[src/rtl/pwm_capture_if.sv]
// Bundles the PWM measurement signals: the sampled input and the reported results.
interface pwm_capture_if #(
    parameter int N = 32
);
    logic         pwm_in;
    logic [N-1:0] period_out;
    logic [N-1:0] high_out;
    logic         valid;
    logic         idle;
    logic         level;

    modport master (
        output pwm_in,
        input  period_out, high_out, valid, idle, level
    );

    modport slave (
        input  pwm_in,
        output period_out, high_out, valid, idle, level
    );
endinterface

[src/rtl/pwm_capture.sv]
// Measures period (rise to rise) and high time of an asynchronous PWM input in clk cycles,
// with a timeout that drops back to idle and reports the static input level.
//
// state | meaning
// IDLE  | no measurement armed; level follows the synchronised input
// RUN   | armed by a rise; each further rise reports period/high with valid
module pwm_capture #(
    parameter int          N       = 32,
    parameter int unsigned TIMEOUT = 100_000_000
) (
    input logic          clk,
    input logic          rst_n,
    pwm_capture_if.slave bus
);
    typedef enum logic {IDLE, RUN} state_t;

    localparam logic [N-1:0] TO_M1  = N'(TIMEOUT - 1);
    localparam logic [N-1:0] TO_VAL = N'(TIMEOUT);

    state_t       state;
    logic         s1, s, s_d;
    logic         rise;
    logic [N-1:0] per_cnt;
    logic [N-1:0] hi_cnt;
    logic [N-1:0] period_q;
    logic [N-1:0] high_q;
    logic         valid_q;
    logic         idle_q;
    logic         level_q;

    assign rise = s & ~s_d;

    always_ff @(posedge clk or negedge rst_n) begin
        if (!rst_n) begin
            s1      <= 1'b0;
            s       <= 1'b0;
            s_d     <= 1'b0;
            per_cnt <= '0;
            hi_cnt  <= '0;
        end else begin
            s1  <= bus.pwm_in;
            s   <= s1;
            s_d <= s;
            if (rise)
                per_cnt <= '0;
            else if (per_cnt < TO_M1)
                per_cnt <= per_cnt + 1'b1;
            // hi_cnt saturates so a stuck-high input cannot wrap it
            if (rise)
                hi_cnt <= N'(1);
            else if (s && (hi_cnt < TO_VAL))
                hi_cnt <= hi_cnt + 1'b1;
        end
    end

    always_ff @(posedge clk or negedge rst_n) begin
        if (!rst_n) begin
            state    <= IDLE;
            period_q <= '0;
            high_q   <= '0;
            valid_q  <= 1'b0;
            idle_q   <= 1'b1;
            level_q  <= 1'b0;
        end else begin
            valid_q <= 1'b0;
            case (state)
                IDLE: begin
                    if (rise) begin
                        state   <= RUN;
                        idle_q  <= 1'b0;
                        level_q <= 1'b0;
                    end else begin
                        level_q <= s;
                    end
                end
                RUN: begin
                    // a rise on the timeout cycle still counts as a full TIMEOUT period
                    if (rise) begin
                        period_q <= per_cnt + 1'b1;
                        high_q   <= hi_cnt;
                        valid_q  <= 1'b1;
                    end else if (per_cnt == TO_M1) begin
                        state    <= IDLE;
                        period_q <= '0;
                        high_q   <= '0;
                        idle_q   <= 1'b1;
                        level_q  <= s;
                    end
                end
                default: state <= IDLE;
            endcase
        end
    end

    assign bus.period_out = period_q;
    assign bus.high_out   = high_q;
    assign bus.valid      = valid_q;
    assign bus.idle       = idle_q;
    assign bus.level      = level_q;
endmodule

[src/flat_wrapper.sv]
// flat-port wrapper written by rule: the top's interface ports become plain ports
module pwm_capture_flat 
#(
    parameter int          N       = 32,
    parameter int unsigned TIMEOUT = 100_000_000
)
  (clk, rst_n, bus_pwm_in, bus_period_out, bus_high_out, bus_valid, bus_idle, bus_level);
  pwm_capture_if #(.N(N)) bus_i ();
  input logic clk;
  input logic rst_n;
  input wire logic [$bits(bus_i.pwm_in)-1:0] bus_pwm_in;
  output wire logic [$bits(bus_i.period_out)-1:0] bus_period_out;
  output wire logic [$bits(bus_i.high_out)-1:0] bus_high_out;
  output wire logic [$bits(bus_i.valid)-1:0] bus_valid;
  output wire logic [$bits(bus_i.idle)-1:0] bus_idle;
  output wire logic [$bits(bus_i.level)-1:0] bus_level;
  assign bus_i.pwm_in = bus_pwm_in;
  assign bus_period_out = bus_i.period_out;
  assign bus_high_out = bus_i.high_out;
  assign bus_valid = bus_i.valid;
  assign bus_idle = bus_i.idle;
  assign bus_level = bus_i.level;
  pwm_capture #(.N(N), .TIMEOUT(TIMEOUT)) u_core (.clk(clk), .rst_n(rst_n), .bus(bus_i));
endmodule
[config.mk]
export PLATFORM = sky130hd
export DESIGN_NAME = pwm_capture_flat
export DESIGN_NICKNAME = d
export VERILOG_FILES = /design/src/rtl/pwm_capture_if.sv /design/src/rtl/pwm_capture.sv /design/src/flat_wrapper.sv
export SDC_FILE = /design/constraint.sdc
export NUM_CORES = 1
export LEC_CHECK = 0
export ABC_AREA = 1
export CORE_AREA = 10 10 117 146
export DETAILED_ROUTE_END_ITERATION = 10
export DIE_AREA = 0 0 127 156
export HOLD_SLACK_MARGIN = 0.15
export PLACE_DENSITY = 0.72
export SLEW_MARGIN = 25
export SYNTH_ARGS = -nofsm -noshare
export SYNTH_HDL_FRONTEND = slang
export SYNTH_SLANG_ARGS = --single-unit
export TNS_END_PERCENT = 1
[constraint.sdc]
create_clock -name clk -period 2.1 [get_ports clk]
set_input_delay 0.315 -clock clk [delete_from_list [all_inputs] [get_ports clk]]
set_output_delay 0.315 -clock clk [all_outputs]
set_load 0.02 [all_outputs]
# Word level (Yosys, flattened, before mapping)
# Index checks and enable logic that the tools add are counted.
dict set report word_totals {
  elab_cells 49
  ff_bits 135
  output_inout_bits 67
  in_bits 3
}
dict set report op_classes {
  reduce_logical 7
  eq_ne 4
  n_bitwise 3
  n_mux 20
  n_addsub 2
  order_cmp 2
}
# operator n
set ops {}
lappend ops {{$mux W32} 7}
lappend ops {{$add A32 B1 Y32 const B} 2}
lappend ops {{$lt A32 B27 Y1 const B} 2}
lappend ops {{$eq A32 B27 Y1 const B} 1}
lappend ops {{$mux W1} 10}
lappend ops {{$pmux W1 S2} 3}
lappend ops {{$reduce_bool A2 Y1} 3}
lappend ops {{$ne A2 B2 Y1 const B} 2}
lappend ops {{$reduce_and A2 Y1} 2}
lappend ops {{$reduce_and A3 Y1} 1}
lappend ops {{$ne A2 B1 Y1 const B} 1}
lappend ops {{$not A1 Y1} 2}
lappend ops {{$and A1 B1 Y1} 1}
lappend ops {{$logic_and A1 B1 Y1} 1}

# Depth between registers and ports, before layout
dict set report logic_depth {
  ltp_word 4
  depth_mapped 12
  mapped_depth_nobuf 11
}

# Worst setup path after synthesis
# No wires, ideal clock.
dict set report synth_timing {
  path_type {reg-to-reg}
  from {reg u_core.per_cnt[0]}
  to {reg u_core.per_cnt[22]}
  setup_slack_ns 0.485
  setup_time_ns 0.117
  synth_period_minus_slack_ns 1.615
  arrival_ns 1.499
  path_stages_with_launch 12
  required_time_ns 1.983
  n_path_buf 1
  path_cell_list {dfrtp_1 -> ha_1 -> nand3_2 -> nor2_4 -> nand2_1 -> nand2_2 -> nand2_4 -> nand2_8 -> nand2_4 -> buf_6 -> nand2_2 -> nand2_1}
}
dict set report synth_between {
  elab_chain_cells 3
  elab_cells_between_ends 5
  classes_between {add/sub (1); order compare (1); mux (2); reduce/logical (1)}
}
# item line_no
set synth_rtl {}
lappend synth_rtl {{start, declared} pwm_capture.sv:23} ;# logic [N-1:0] per_cnt;
lappend synth_rtl {{start signal, assigned} pwm_capture.sv:47} ;# per_cnt <= per_cnt + 1'b1;
lappend synth_rtl {{$add A32 B1 Y32} pwm_capture.sv:47}
lappend synth_rtl {{$mux W32} pwm_capture.sv:46} ;# else if (per_cnt < TO_M1)
lappend synth_rtl {{$mux W32} pwm_capture.sv:44} ;# if (rise)
# Parallel ways exist; a longest one is shown, timed or not. The select of a mux whose other input is x is not followed.
# A chain may end at the register's enable or synchronous reset.

# Final worst setup path
dict set report layout_timing {
  from {reg u_core.idle_q (netlist: u_core.bus.idle)}
  to {out bus_idle}
}
# item line_no
set layout_lines {}
lappend layout_lines {{start, declared} pwm_capture.sv:28} ;# logic idle_q;
lappend layout_lines {{start signal, assigned} pwm_capture.sv:62} ;# idle_q <= 1'b1;
lappend layout_lines {{start signal, assigned} pwm_capture.sv:70} ;# idle_q <= 1'b0;
lappend layout_lines {{start signal, assigned} pwm_capture.sv:86} ;# idle_q <= 1'b1;
lappend layout_lines {{end, declared} flat_wrapper.sv:15} ;# output wire logic [$bits(bus_i.idle)-1:0] bus_idle;
# No word-level cell between the ends.

==> results.ini <==
[timing]
finalHoldViolCount = 0
maxSlewViolCount = 0
setup-tns-final_ps = 0
fin_worst_hold_slack_ps = 323
rsz0062_at_grt = no
clock_skew_ps = 12.2
fin_crit_sh = 0.910
tightestPinTransition_ps = 609
finalCriticalPeriod_ps = 1910
slew_headroom = 0.594
clock.fmax_mhz = 523
setup_viol = 0

[clock_network]
cts-resized-gates = 0
cts_tree = done
worstSkewPairLatency_ps = 430
ctsRootBufferMaster = clkbuf_16
cts.clk_slew.worst_paths_ps = 60
htree_levels = 4
clockBufferDepth = 2
cts_buffers = 17
cts_sinks = 135

[synth]
syn_inst = 963
syn_area_um2 = 7250
synth_nets = 969
yosysSeqAreaShare = 0.466
yosysUniqueCellTypes = 31
synth-seq-cells = 135
synth_area_per_cell_um2 = 7.53
ys_warn_count = 0

[route]
dr.first_iter.drc_count = 369
wl_met2_um = 10000
wl_met1_um = 7770
vias = 6413
dr_wl_met3_um = 801
wire_per_inst_um = 15.5
drc = 0
routed.top_layer = met4
routed_wl_um = 19100
first_pass_iters = 5
routed_via_density = 5.23
ant_nets = 0

[worst_setup_path]
worstPathMaxFanout = 2
critPathKind = flop to primary output
cp-start-kind = flop
crit_buf_inv = 1
crit_required_ps = 1780
end_kind = primary output
critical-path-top-delay-family = buffers and inverters
crit_arrival_ps = 1600
crit_chain = clkdlybuf4s50_1
slowest_delay_ps = 640
critPathSlowestCell = clkdlybuf4s50_1
reg2reg_slack_ps = 250

[final_layout]
nets = 1042
utilization = 0.618
n_antenna_cell = 0
area_delta_synth_final_pct = 21.2
drive_above_1_share = 0.0953

[grt]
grt_pass1_vias = 6292
grt_max_degree = 72
overflow = 0
grt_pass1_wl_um = 31400
grt_usage = 0.196
antenna_found_initial = 0

[pwr]
clkPwrFrac = 0.497
p_seq_frac = 0.420
leakage_uw = 0.00424
powerDensity_nw_per_um2 = 757
p_sw_uw = 1630
peakVddDrop_mv = 0.602
intPower_uw = 5020
switching_share = 0.245
power_frac_comb = 0.083

[die]
fp-row-count = 49
die_area_um2 = 19800
die_y_um = 156
num_io_pins = 70
die_width_um = 127
core_um2 = 14200
start_util = 0.510

[place]
gp_congestion = 0.957
dp_hpwl_um = 13700
portBuffers = 69

[hold_path]
min_path_type = input port to flop

[run]
drv_cap = 0

[run_status]
outcome = finished clean

==> sequential cells by signal (all words and copies together) (netlist names), 32 cells and up <==
signal	count
u_core.hi_cnt	32
u_core.per_cnt	32
u_core.bus.high_out	32
u_core.bus.period_out	32
==> path summary, 6_finish.rpt <==
path | start | endpoint | depth (start not counted)
setup / recovery | u_core.bus.idle$_DFFE_PN1P_ | bus_idle | 1
setup reg to reg | u_core.per_cnt[1]$_DFFE_PN0P_ | u_core.bus.period_out[26]$_DFFE_PN0P_ | 9
hold reg to reg | u_core.s1$_DFF_PN0_ | u_core.s$_DFF_PN0_ | 0
hold / removal | bus_pwm_in | u_core.s1$_DFF_PN0_ | 1
min in group asynchronous | rst_n | u_core.bus.period_out[31]$_DFFE_PN0P_ | 2
max in group asynchronous | rst_n | u_core.per_cnt[2]$_DFFE_PN0P_ | 3
==> stage by stage <==
step                setup WS [ps]  instances  total power [uW]  cell area (um^2)
detailed placement            268       1194              3390              8130
global placement              316       1194              3380              8130
global route                 48.0       1227              6890              8790
floorplan                     485        963              3130              7250
finish                        189       1227              6650              8790
CTS                           167       1227              6710              8790
==> kinds of logic (layout without fill, tap and decap cells) <==
group	Yosys count	count (layout)	synth area share
fa+ha+maj	3	3	0.00518
buf+inv	102	188	0.0645
simple gates	656	656	0.404
compound gates	42	42	0.0305
flops	135	135	0.466
xor+xnor	25	25	0.0302
==> power by group through the flow <==
stage               Sequential [uW]  Combinational, uW  Clock (uW)
floorplan                      2880                244           0
global placement               2830                550           0
detailed placement             2830                560           0
CTS                            2790                565        3360
global route                   2810                605        3470
finish                         2790                552        3310
==> area by class of cell <==
cell class | instances | area, um^2
tap | 178 | 223
clock buffer | 18 | 429
timing repair buffer | 91 | 885
inverter | 65 | 244
sequential | 135 | 3380
multi-input combinational | 726 | 3410
fill | 1306 | 5430
clock inverter | 14 | 223
==> cell usage in the layout, fill, tap and decap left out, drive strengths merged <==
cell type and count:
nand2 341, nand3 153, dfrtp 134, nor2 125, clkdlybuf4s50 68, inv 67
o21ai 39, xor2 23, buf 22, nand4 21, clkbuf 18, nand3b 8
nor3 5, bufinv 5, clkinv 5, and2 3, ha 3, a21oi 3
xnor2 2, clkinvlp 2, dlygate4sd3 1, dfstp 1
==> cell usage after synthesis <==
cell type,count,share of area
buf_2,11,0.0076
xnor2_1,2,0.0024
ha_1,3,0.0052
nand4_1,21,0.018
dfrtp_1,134,0.46
xor2_1,23,0.028
inv_2,10,0.0052
clkbuf_1,12,0.0062
buf_4,1,0.0010
and2_1,3,0.0026
o21ai_1,8,0.0055
nor2_1,108,0.056
o21ai_0,31,0.021
nand2_4,2,0.0031
a21oi_4,1,0.0022
nand2_8,1,0.0028
nor3_1,5,0.0035
inv_1,55,0.028
nand2_2,11,0.0095
buf_6,9,0.014
nor2_8,2,0.0055
nand3_1,150,0.10
buf_1,4,0.0021
nand3b_1,8,0.0083
nor2_2,10,0.0086
nand3_4,1,0.0024
nand3_2,2,0.0028
nand2_1,327,0.17
dfstp_2,1,0.0036
nor2_4,5,0.0078
a21oi_1,2,0.0014
==> repair_timing <==
item	4_1_cts	5_1_grt
buffers inserted	0	0
endpoints found under the hold margin	57	0
hold buffers	1	0
==> routing by layer <==
layer / vias to the layer above / global-route usage
met3: 30 / 0.0547
li1: 3231 / -
met5: - / 0
met1: 3021 / 0.221
met2: 131 / 0.345
met4: 0 / 0.0744
(Power assumes the default switching activity.)
